File: src/rtl/pipe_hazard_ctrl_if.sv
// Stall/flush control bundle between the pipeline front end (master) and
// pipe_hazard_ctrl (slave). Optional counter outputs are present only when
// PIPE_HAZARD_CTRL_PERF_EN is defined.
interface pipe_hazard_ctrl_if #(
   parameter int GPR_ADDR_W = 5,
   parameter int PERF_CNT_W = 32
);
   logic                  cpu_en;
   logic [GPR_ADDR_W-1:0] id_rs1_addr;
   logic [GPR_ADDR_W-1:0] id_rs2_addr;
   logic                  id_rs1_rd_en;
   logic                  id_rs2_rd_en;
   logic                  load_in_ex_mem;
   logic [GPR_ADDR_W-1:0] ex_dst_addr;
   logic                  dmem_req;
   logic                  dmem_ack;
   logic                  branch_taken;
   logic                  trap_req;

   logic                  if_stall, id_stall, ex_stall, mem_stall;
   logic                  if_flush, id_flush, ex_flush, mem_flush;
   logic                  trap_redirect;
   logic [1:0]            ctrl_state;
`ifdef PIPE_HAZARD_CTRL_PERF_EN
   logic [PERF_CNT_W-1:0] perf_lu_stall_cnt;
   logic [PERF_CNT_W-1:0] perf_mem_stall_cnt;
   logic [PERF_CNT_W-1:0] perf_flush_cnt;
`endif

   modport master (
      output cpu_en, id_rs1_addr, id_rs2_addr, id_rs1_rd_en, id_rs2_rd_en,
             load_in_ex_mem, ex_dst_addr, dmem_req, dmem_ack, branch_taken, trap_req,
      input  if_stall, id_stall, ex_stall, mem_stall,
             if_flush, id_flush, ex_flush, mem_flush, trap_redirect, ctrl_state
`ifdef PIPE_HAZARD_CTRL_PERF_EN
      , input perf_lu_stall_cnt, perf_mem_stall_cnt, perf_flush_cnt
`endif
   );

   modport slave (
      input  cpu_en, id_rs1_addr, id_rs2_addr, id_rs1_rd_en, id_rs2_rd_en,
             load_in_ex_mem, ex_dst_addr, dmem_req, dmem_ack, branch_taken, trap_req,
      output if_stall, id_stall, ex_stall, mem_stall,
             if_flush, id_flush, ex_flush, mem_flush, trap_redirect, ctrl_state
`ifdef PIPE_HAZARD_CTRL_PERF_EN
      , output perf_lu_stall_cnt, perf_mem_stall_cnt, perf_flush_cnt
`endif
   );
endinterface

File: src/rtl/pipe_hazard_ctrl.sv
// Central stall/flush sequencer for the 5-stage RV32 pipeline.
// Load-use bubbles, memory-wait freeze, branch squash and trap flush/redirect.
// Optional performance counters: define PIPE_HAZARD_CTRL_PERF_EN.
module pipe_hazard_ctrl #(
   parameter int GPR_ADDR_W = 5,
   parameter int PERF_CNT_W = 32
) (
   input  logic                clk,
   input  logic                rst_n,
   pipe_hazard_ctrl_if.slave   hz
);

   typedef enum logic [1:0] {
      ST_RUN      = 2'd0,
      ST_MEM_WAIT = 2'd1,
      ST_TRAP     = 2'd2
   } state_t;

   state_t                r_state;
   logic                  r_trap_pend;

   state_t                w_state_nxt;
   logic                  w_trap_pend_nxt;
   logic [GPR_ADDR_W-1:0] w_dst;
   logic                  w_hazard;
   logic                  w_if_stall, w_id_stall, w_ex_stall, w_mem_stall;
   logic                  w_if_flush, w_id_flush, w_ex_flush, w_mem_flush;
   logic                  w_redirect;
   logic                  w_lu_bubble;   // load-use bubble inserted this cycle
   logic                  w_mem_frz;     // pipe frozen on a data-memory access
   logic                  w_flush_evt;   // branch squash or trap flush

   assign w_dst = hz.ex_dst_addr;

   // Load-use hazard: x0 is never a real dependency
   assign w_hazard = hz.load_in_ex_mem && (w_dst != '0) &&
                     ((hz.id_rs1_rd_en && (hz.id_rs1_addr == w_dst)) ||
                      (hz.id_rs2_rd_en && (hz.id_rs2_addr == w_dst)));

   // State and pending-trap registers; everything holds while the core is disabled
   always_ff @(posedge clk or negedge rst_n) begin
      if (!rst_n) begin
         r_state     <= ST_RUN;
         r_trap_pend <= 1'b0;
      end else if (hz.cpu_en) begin
         r_state     <= w_state_nxt;
         r_trap_pend <= w_trap_pend_nxt;
      end
   end

   // Next-state and stage controls, both purely from current state and inputs
   always_comb begin
      w_state_nxt     = r_state;
      w_trap_pend_nxt = r_trap_pend;
      w_if_stall      = 1'b0;
      w_id_stall      = 1'b0;
      w_ex_stall      = 1'b0;
      w_mem_stall     = 1'b0;
      w_if_flush      = 1'b0;
      w_id_flush      = 1'b0;
      w_ex_flush      = 1'b0;
      w_mem_flush     = 1'b0;
      w_redirect      = 1'b0;
      w_lu_bubble     = 1'b0;
      w_mem_frz       = 1'b0;
      w_flush_evt     = 1'b0;
      case (r_state)
         ST_RUN: begin
            if (hz.trap_req) begin
               // Trap wins outright; everything else this cycle is dropped
               w_state_nxt = ST_TRAP;
            end else if (hz.dmem_req && !hz.dmem_ack) begin
               w_state_nxt = ST_MEM_WAIT;
               w_if_stall  = 1'b1;
               w_id_stall  = 1'b1;
               w_ex_stall  = 1'b1;
               w_mem_stall = 1'b1;
               w_mem_frz   = 1'b1;
            end else if (hz.branch_taken) begin
               // Squashing IF/ID also kills any load-use consumer in ID
               w_if_flush  = 1'b1;
               w_id_flush  = 1'b1;
               w_flush_evt = 1'b1;
            end else if (w_hazard) begin
               // Hold IF/ID one cycle and drop a bubble into EX; the load
               // moves on, so the hazard clears by itself next cycle
               w_if_stall  = 1'b1;
               w_id_stall  = 1'b1;
               w_ex_flush  = 1'b1;
               w_lu_bubble = 1'b1;
            end
         end
         ST_MEM_WAIT: begin
            // The access is never abandoned; a trap is remembered instead
            w_if_stall  = 1'b1;
            w_id_stall  = 1'b1;
            w_ex_stall  = 1'b1;
            w_mem_stall = 1'b1;
            w_mem_frz   = 1'b1;
            if (hz.trap_req)
               w_trap_pend_nxt = 1'b1;
            if (hz.dmem_ack)
               w_state_nxt = (r_trap_pend || hz.trap_req) ? ST_TRAP : ST_RUN;
         end
         ST_TRAP: begin
            w_if_flush      = 1'b1;
            w_id_flush      = 1'b1;
            w_ex_flush      = 1'b1;
            w_mem_flush     = 1'b1;
            w_redirect      = 1'b1;
            w_flush_evt     = 1'b1;
            w_trap_pend_nxt = 1'b0;
            w_state_nxt     = ST_RUN;
         end
         default: begin
            // Unused encoding: recover quietly
            w_trap_pend_nxt = 1'b0;
            w_state_nxt     = ST_RUN;
         end
      endcase
   end

   assign hz.if_stall      = w_if_stall;
   assign hz.id_stall      = w_id_stall;
   assign hz.ex_stall      = w_ex_stall;
   assign hz.mem_stall     = w_mem_stall;
   assign hz.if_flush      = w_if_flush;
   assign hz.id_flush      = w_id_flush;
   assign hz.ex_flush      = w_ex_flush;
   assign hz.mem_flush     = w_mem_flush;
   assign hz.trap_redirect = w_redirect;
   assign hz.ctrl_state    = r_state;

`ifdef PIPE_HAZARD_CTRL_PERF_EN
   logic [PERF_CNT_W-1:0] r_lu_cnt, r_mem_cnt, r_flush_cnt;

   // Saturating event counters, advancing only on enabled clocks
   always_ff @(posedge clk or negedge rst_n) begin
      if (!rst_n) begin
         r_lu_cnt    <= '0;
         r_mem_cnt   <= '0;
         r_flush_cnt <= '0;
      end else if (hz.cpu_en) begin
         if (w_lu_bubble && (r_lu_cnt != '1))
            r_lu_cnt <= r_lu_cnt + PERF_CNT_W'(1);
         if (w_mem_frz && (r_mem_cnt != '1))
            r_mem_cnt <= r_mem_cnt + PERF_CNT_W'(1);
         if (w_flush_evt && (r_flush_cnt != '1))
            r_flush_cnt <= r_flush_cnt + PERF_CNT_W'(1);
      end
   end

   assign hz.perf_lu_stall_cnt  = r_lu_cnt;
   assign hz.perf_mem_stall_cnt = r_mem_cnt;
   assign hz.perf_flush_cnt     = r_flush_cnt;
`else
   logic w_unused_evt;
   assign w_unused_evt = w_lu_bubble ^ w_mem_frz ^ w_flush_evt;
`endif

endmodule

File: src/flat_wrapper.sv
// flat-port wrapper written by rule: the top's interface ports become plain ports
module pipe_hazard_ctrl_flat 
#(
   parameter int GPR_ADDR_W = 5,
   parameter int PERF_CNT_W = 32
)
  (clk, rst_n, hz_cpu_en, hz_id_rs1_addr, hz_id_rs2_addr, hz_id_rs1_rd_en, hz_id_rs2_rd_en, hz_load_in_ex_mem, hz_ex_dst_addr, hz_dmem_req, hz_dmem_ack, hz_branch_taken, hz_trap_req, hz_if_stall, hz_id_stall, hz_ex_stall, hz_mem_stall, hz_if_flush, hz_id_flush, hz_ex_flush, hz_mem_flush, hz_trap_redirect, hz_ctrl_state);
  pipe_hazard_ctrl_if #(.GPR_ADDR_W(GPR_ADDR_W), .PERF_CNT_W(PERF_CNT_W)) hz_i ();
  input  logic clk;
  input  logic rst_n;
  input wire logic [$bits(hz_i.cpu_en)-1:0] hz_cpu_en;
  input wire logic [$bits(hz_i.id_rs1_addr)-1:0] hz_id_rs1_addr;
  input wire logic [$bits(hz_i.id_rs2_addr)-1:0] hz_id_rs2_addr;
  input wire logic [$bits(hz_i.id_rs1_rd_en)-1:0] hz_id_rs1_rd_en;
  input wire logic [$bits(hz_i.id_rs2_rd_en)-1:0] hz_id_rs2_rd_en;
  input wire logic [$bits(hz_i.load_in_ex_mem)-1:0] hz_load_in_ex_mem;
  input wire logic [$bits(hz_i.ex_dst_addr)-1:0] hz_ex_dst_addr;
  input wire logic [$bits(hz_i.dmem_req)-1:0] hz_dmem_req;
  input wire logic [$bits(hz_i.dmem_ack)-1:0] hz_dmem_ack;
  input wire logic [$bits(hz_i.branch_taken)-1:0] hz_branch_taken;
  input wire logic [$bits(hz_i.trap_req)-1:0] hz_trap_req;
  output wire logic [$bits(hz_i.if_stall)-1:0] hz_if_stall;
  output wire logic [$bits(hz_i.id_stall)-1:0] hz_id_stall;
  output wire logic [$bits(hz_i.ex_stall)-1:0] hz_ex_stall;
  output wire logic [$bits(hz_i.mem_stall)-1:0] hz_mem_stall;
  output wire logic [$bits(hz_i.if_flush)-1:0] hz_if_flush;
  output wire logic [$bits(hz_i.id_flush)-1:0] hz_id_flush;
  output wire logic [$bits(hz_i.ex_flush)-1:0] hz_ex_flush;
  output wire logic [$bits(hz_i.mem_flush)-1:0] hz_mem_flush;
  output wire logic [$bits(hz_i.trap_redirect)-1:0] hz_trap_redirect;
  output wire logic [$bits(hz_i.ctrl_state)-1:0] hz_ctrl_state;
  assign hz_i.cpu_en = hz_cpu_en;
  assign hz_i.id_rs1_addr = hz_id_rs1_addr;
  assign hz_i.id_rs2_addr = hz_id_rs2_addr;
  assign hz_i.id_rs1_rd_en = hz_id_rs1_rd_en;
  assign hz_i.id_rs2_rd_en = hz_id_rs2_rd_en;
  assign hz_i.load_in_ex_mem = hz_load_in_ex_mem;
  assign hz_i.ex_dst_addr = hz_ex_dst_addr;
  assign hz_i.dmem_req = hz_dmem_req;
  assign hz_i.dmem_ack = hz_dmem_ack;
  assign hz_i.branch_taken = hz_branch_taken;
  assign hz_i.trap_req = hz_trap_req;
  assign hz_if_stall = hz_i.if_stall;
  assign hz_id_stall = hz_i.id_stall;
  assign hz_ex_stall = hz_i.ex_stall;
  assign hz_mem_stall = hz_i.mem_stall;
  assign hz_if_flush = hz_i.if_flush;
  assign hz_id_flush = hz_i.id_flush;
  assign hz_ex_flush = hz_i.ex_flush;
  assign hz_mem_flush = hz_i.mem_flush;
  assign hz_trap_redirect = hz_i.trap_redirect;
  assign hz_ctrl_state = hz_i.ctrl_state;
  pipe_hazard_ctrl #(.GPR_ADDR_W(GPR_ADDR_W), .PERF_CNT_W(PERF_CNT_W)) u_core (.clk(clk), .rst_n(rst_n), .hz(hz_i));
endmodule
File: config.mk
export PLATFORM = sky130hd
export DESIGN_NAME = pipe_hazard_ctrl_flat
export DESIGN_NICKNAME = d
export VERILOG_FILES = /design/src/rtl/pipe_hazard_ctrl_if.sv /design/src/rtl/pipe_hazard_ctrl.sv /design/src/flat_wrapper.sv
export SDC_FILE = /design/constraint.sdc
export NUM_CORES = 1
export LEC_CHECK = 0
export ABC_AREA = 1
export CORE_MARGIN = 2
export CORE_UTILIZATION = 31
export DETAILED_ROUTE_END_ITERATION = 7
export PLACE_DENSITY = 0.85
export REMOVE_ABC_BUFFERS = 1
export SYNTH_ARGS = -nofsm -noshare
export SYNTH_HDL_FRONTEND = slang
export SYNTH_SLANG_ARGS = --single-unit
File: constraint.sdc
create_clock -name clk -period 2.53 [get_ports clk]
set_input_delay 0.3795 -clock clk [delete_from_list [all_inputs] [get_ports clk]]
set_output_delay 0.3795 -clock clk [all_outputs]
set_load 0.03 [all_outputs]
# Word-level counts from Yosys, hierarchy flattened
# Index checks and enable logic that the tools add are counted.
# classes
eq_ne	7
n_mux	23
bitwise_logic	1
n_reduce_logical	12
# ops
operator	count
1-bit 2-to-1 mux	13
5-bit == test	2
1-bit one-hot mux with 2 select lines	5
2-bit 2-to-1 mux	4
3-bit AND reduction	2
1-bit logical AND	5
5-bit nonzero test	1
2-bit != test (second input constant)	2
2-bit one-hot mux with 2 select lines	1
3-bit by 2-bit != test with 1-bit output (second input constant)	1
2-bit by 1-bit == test with 1-bit output (second input constant)	1
2-bit == test (second input constant)	1
2-bit logical NOT	1
1-bit logical OR	2
1-bit logical NOT	1
1-bit inverter	1
# totals
register_bits	3
out_inout_bits	11
elab_cells	45

# Longest topological paths before layout
# logic_depth
word_depth	9
ltp_mapped	9
depth_no_buf	8

# Least setup slack after synthesis
# OpenSTA, ideal clock, no wires.
# synth_path
path_kind	register to output
from	register u_core.r_state[1] (netlist: u_core.hz.ctrl_state[1])
to	output hz_if_flush
arrival_time_ps	1867
t_required_ps	2151
setup_slack_ps	283
path_stages_with_launch	6
n_path_buf	1
path_cell_list	dfrtp_1 inv_2 nor2_1 inv_1 o21ai_1 buf_4
# synth_between
elab_chain_len	2
elab_cells_between_ends	3
cone_classes	eq/ne (1); mux (1); reduce/logical (1)
# synth_rtl
element	line_no	text
start, declared	pipe_hazard_ctrl.sv:19	state_t r_state;
start signal, assigned	pipe_hazard_ctrl.sv:46	r_state <= w_state_nxt;
2-bit == test or 2-bit logical NOT (tied branches)	-	
1-bit one-hot mux with 2 select lines *	-	
end, declared	flat_wrapper.sv:26	output wire logic [$bits(hz_i.if_flush)-1:0] hz_if_flush;
# Every way passes the cells marked *; elsewhere a longest branch is shown, timed or not.

# Final worst setup path
# layout_path
from	input hz_trap_req
to	output hz_if_flush
# layout_between
elab_chain_len	2
# layout_rtl
element	line_no	text
start, declared	flat_wrapper.sv:21	input wire logic [$bits(hz_i.trap_req)-1:0] hz_trap_req;
1-bit 2-to-1 mux	pipe_hazard_ctrl.sv:69	if (hz.trap_req) begin
1-bit one-hot mux with 2 select lines	-	
# Every way passes these cells.

==> flow_summary.ini <==
[clock_tree]
clk_latency_ns = 0.23
cts_setup_buffers = 0
cts.reportedPaths.clkPinSlew_ns = 0.04
cts-resized-gates = 0
cts-root-buf = clkbuf_4
clock_sinks = 3
clk_path_buf_depth = 2
tritoncts = done
cts_buffers = 3
ctsHoldBuffers = 0
htree_levels = 1

[grt]
grt_remaining_overflow = 0
grt_max_degree = 6
grt_first_pass_wirelength_mm = 2.15
grt_pass1_vias = 574
antenna_found_initial = 0
grt.total_usage = 0.144

[sta]
rsz0062_at_grt = no
maxSlewViolCount = 0
max-slew-margin-rel = 0.789
max_freq_mhz = 410
timing.final.crit_period_ns = 2.44
fin_worst_skew_ns = 0.00246
tightest_slew_ns = 0.317
tns_ns = 0
setup_viol = 0
min_period_over_period = 0.964
finalHoldViolations = 0
fin_ws_ns = 0.0922

[die]
num_io_pins = 36
coreArea_um2 = 1490
start_util = 0.324
die_w_um = 43.5
die_height_um = 43.5
fp-row-count = 14
fp.dieArea_um2 = 1890

[route]
drt-initial-drc-count = 2
vias = 619
dr.pass1.iters = 2
routed_wl_mm = 1.30
viasPerCell = 4.27
drcViolationCount = 0
wl_per_cell_um = 8.97
drtAntennaViolNets = 0

[min_path]
worstHoldPathType = input port to asynchronous set/reset pin

[worst_setup_path]
crit_fanout = 3
crit_required_ns = 2.15
crit-reg2reg-launch = u_core.hz.ctrl_state[0]$_DFFE_PN0P_
worstSetupPathType = input port to output pin
end_kind = output pin
start_kind = input port
reg2reg_depth = 7
r2r_slack_ns = 1.41
reg2reg_to = u_core.hz.ctrl_state[0]$_DFFE_PN0P_
arrival_ns = 2.06

[synthesis]
syn_avg_cell_area_um2 = 5.14
syn_inst = 94
syn_area_um2 = 483
yosys.area.top_type = nand2_1
synthDominantCellAreaShare = 0.272
seq_area_frac_synth = 0.155
ys_warn_count = 0
ys_types = 16
ys_ff_latch = 3
netlist_top_cells_area = nand2_1, dfrtp_1, inv_1

[power_and_ir_drop]
power.leakage_uw = 0.000486
powerDensity_nw_per_um2 = 775
vdd_drop_max_mv = 0.607
finalPower_uw = 656

[layout]
fillers = 150
n_antenna_cell = 0
final_layout_size_suffix_gt1_frac = 0.147
layout_commonest_cell = nand2_1
layout_common_cells = nand2_1, clkdlybuf4s50_1, inv_1
layout.cells.non_filler = 145
syn2layout_area_growth_pct = 75.4
nNetsFinal = 155

[job]
maxCapViolCount = 0

[placed_design]
gp_congestion = 0.791
dp_hpwl_mm = 1.16
dpl_worst_slack_ns = 0.0355
port_buffers = 35
dpl.cell_count = 141

[status]
status = completed
## cell usage after synthesis
master,number
inv_1,16
nand3_1,5
nand2_2,1
a22oi_1,1
inv_2,9
nand3_2,1
dfrtp_1,3
nor2_1,10
a32o_1,1
nand2_1,35
a21oi_1,1
buf_4,4
nand3_4,1
nand4_1,1
nor2_2,2
o21ai_1,3
## worst max-delay path, cell delays in order
cell and delay, ns:
clkdlybuf4s50_1 0.44, inv_1 0.09, nand3_2 0.10, nor2_2 0.13
inv_2 0.06, o21ai_1 0.16, clkdlybuf4s50_1 0.70
## flip-flops by register name, indices dropped and copies added, names as in the netlist
signal                flops
u_core.r_trap_pend        1
u_core.hz.ctrl_state      2
## stage by stage
stage | hold slack, ns | util | instance area [um2]
final | 0.334 | 0.569 | 847
after global routing | 0.343 | 0.569 | 847
after CTS | 0.326 | 0.567 | 845
after detailed placement | 0.482 | 0.550 | 818
after global placement | 0.478 | 0.550 | 818
after floorplan | 0.0839 | - | 453
## cells by family (layout without fill, tap and decap cells)
group,Yosys count,in the layout,share of synthesized area
compound gates,6,6,0.0777
buf+inv,29,64,0.256
flops,3,3,0.155
simple gates,56,56,0.510
## area by class of cell
cell class	instances	area, um2	share of cell area
Timing Repair Buffer	35	348	0.411
Multi-Input combinational cell	62	284	0.335
Inverter	25	93.8	0.111
Sequential cell	3	75.1	0.0886
Clock buffer	4	26.3	0.0310
Tap cell	16	20.0	0.0236
## worst max path at each step
| stage | from | endpoint | depth (start not counted) |
|---|---|---|---|
| 6_report | hz_trap_req | hz_if_flush | 7 |
| 5_1_grt | hz_trap_req | hz_if_flush | 7 |
| 4_1_cts | hz_ex_dst_addr[0] | hz_ex_flush | 10 |
| 2_1_floorplan | u_core.hz.ctrl_state[1]$_DFFE_PN0P_ | hz_id_flush | 4 |
| 3_5_place_dp | hz_ex_dst_addr[0] | hz_ex_flush | 10 |
| 3_3_place_gp | hz_ex_dst_addr[0] | hz_ex_flush | 10 |
## routing by layer
metal  GRT usage  wire (um)  share of wire  up-vias
li1            -          -              -      342
met1       0.158        543           0.42      265
met2       0.287        713           0.55       12
met3     0.00417         44          0.034        0
met4      0.0545          0              0        0
met5           0          0              0        -
## report_power, final
group / internal, uW / leakage [uW] / switching [uW]
registers: 66.8 / 0.0000387 / 20.5
logic: 200 / 0.000433 / 287
clock network: 58.9 / 0.0000150 / 22.6
total: 326 / 0.000486 / 331
(Power assumes the default switching activity.)
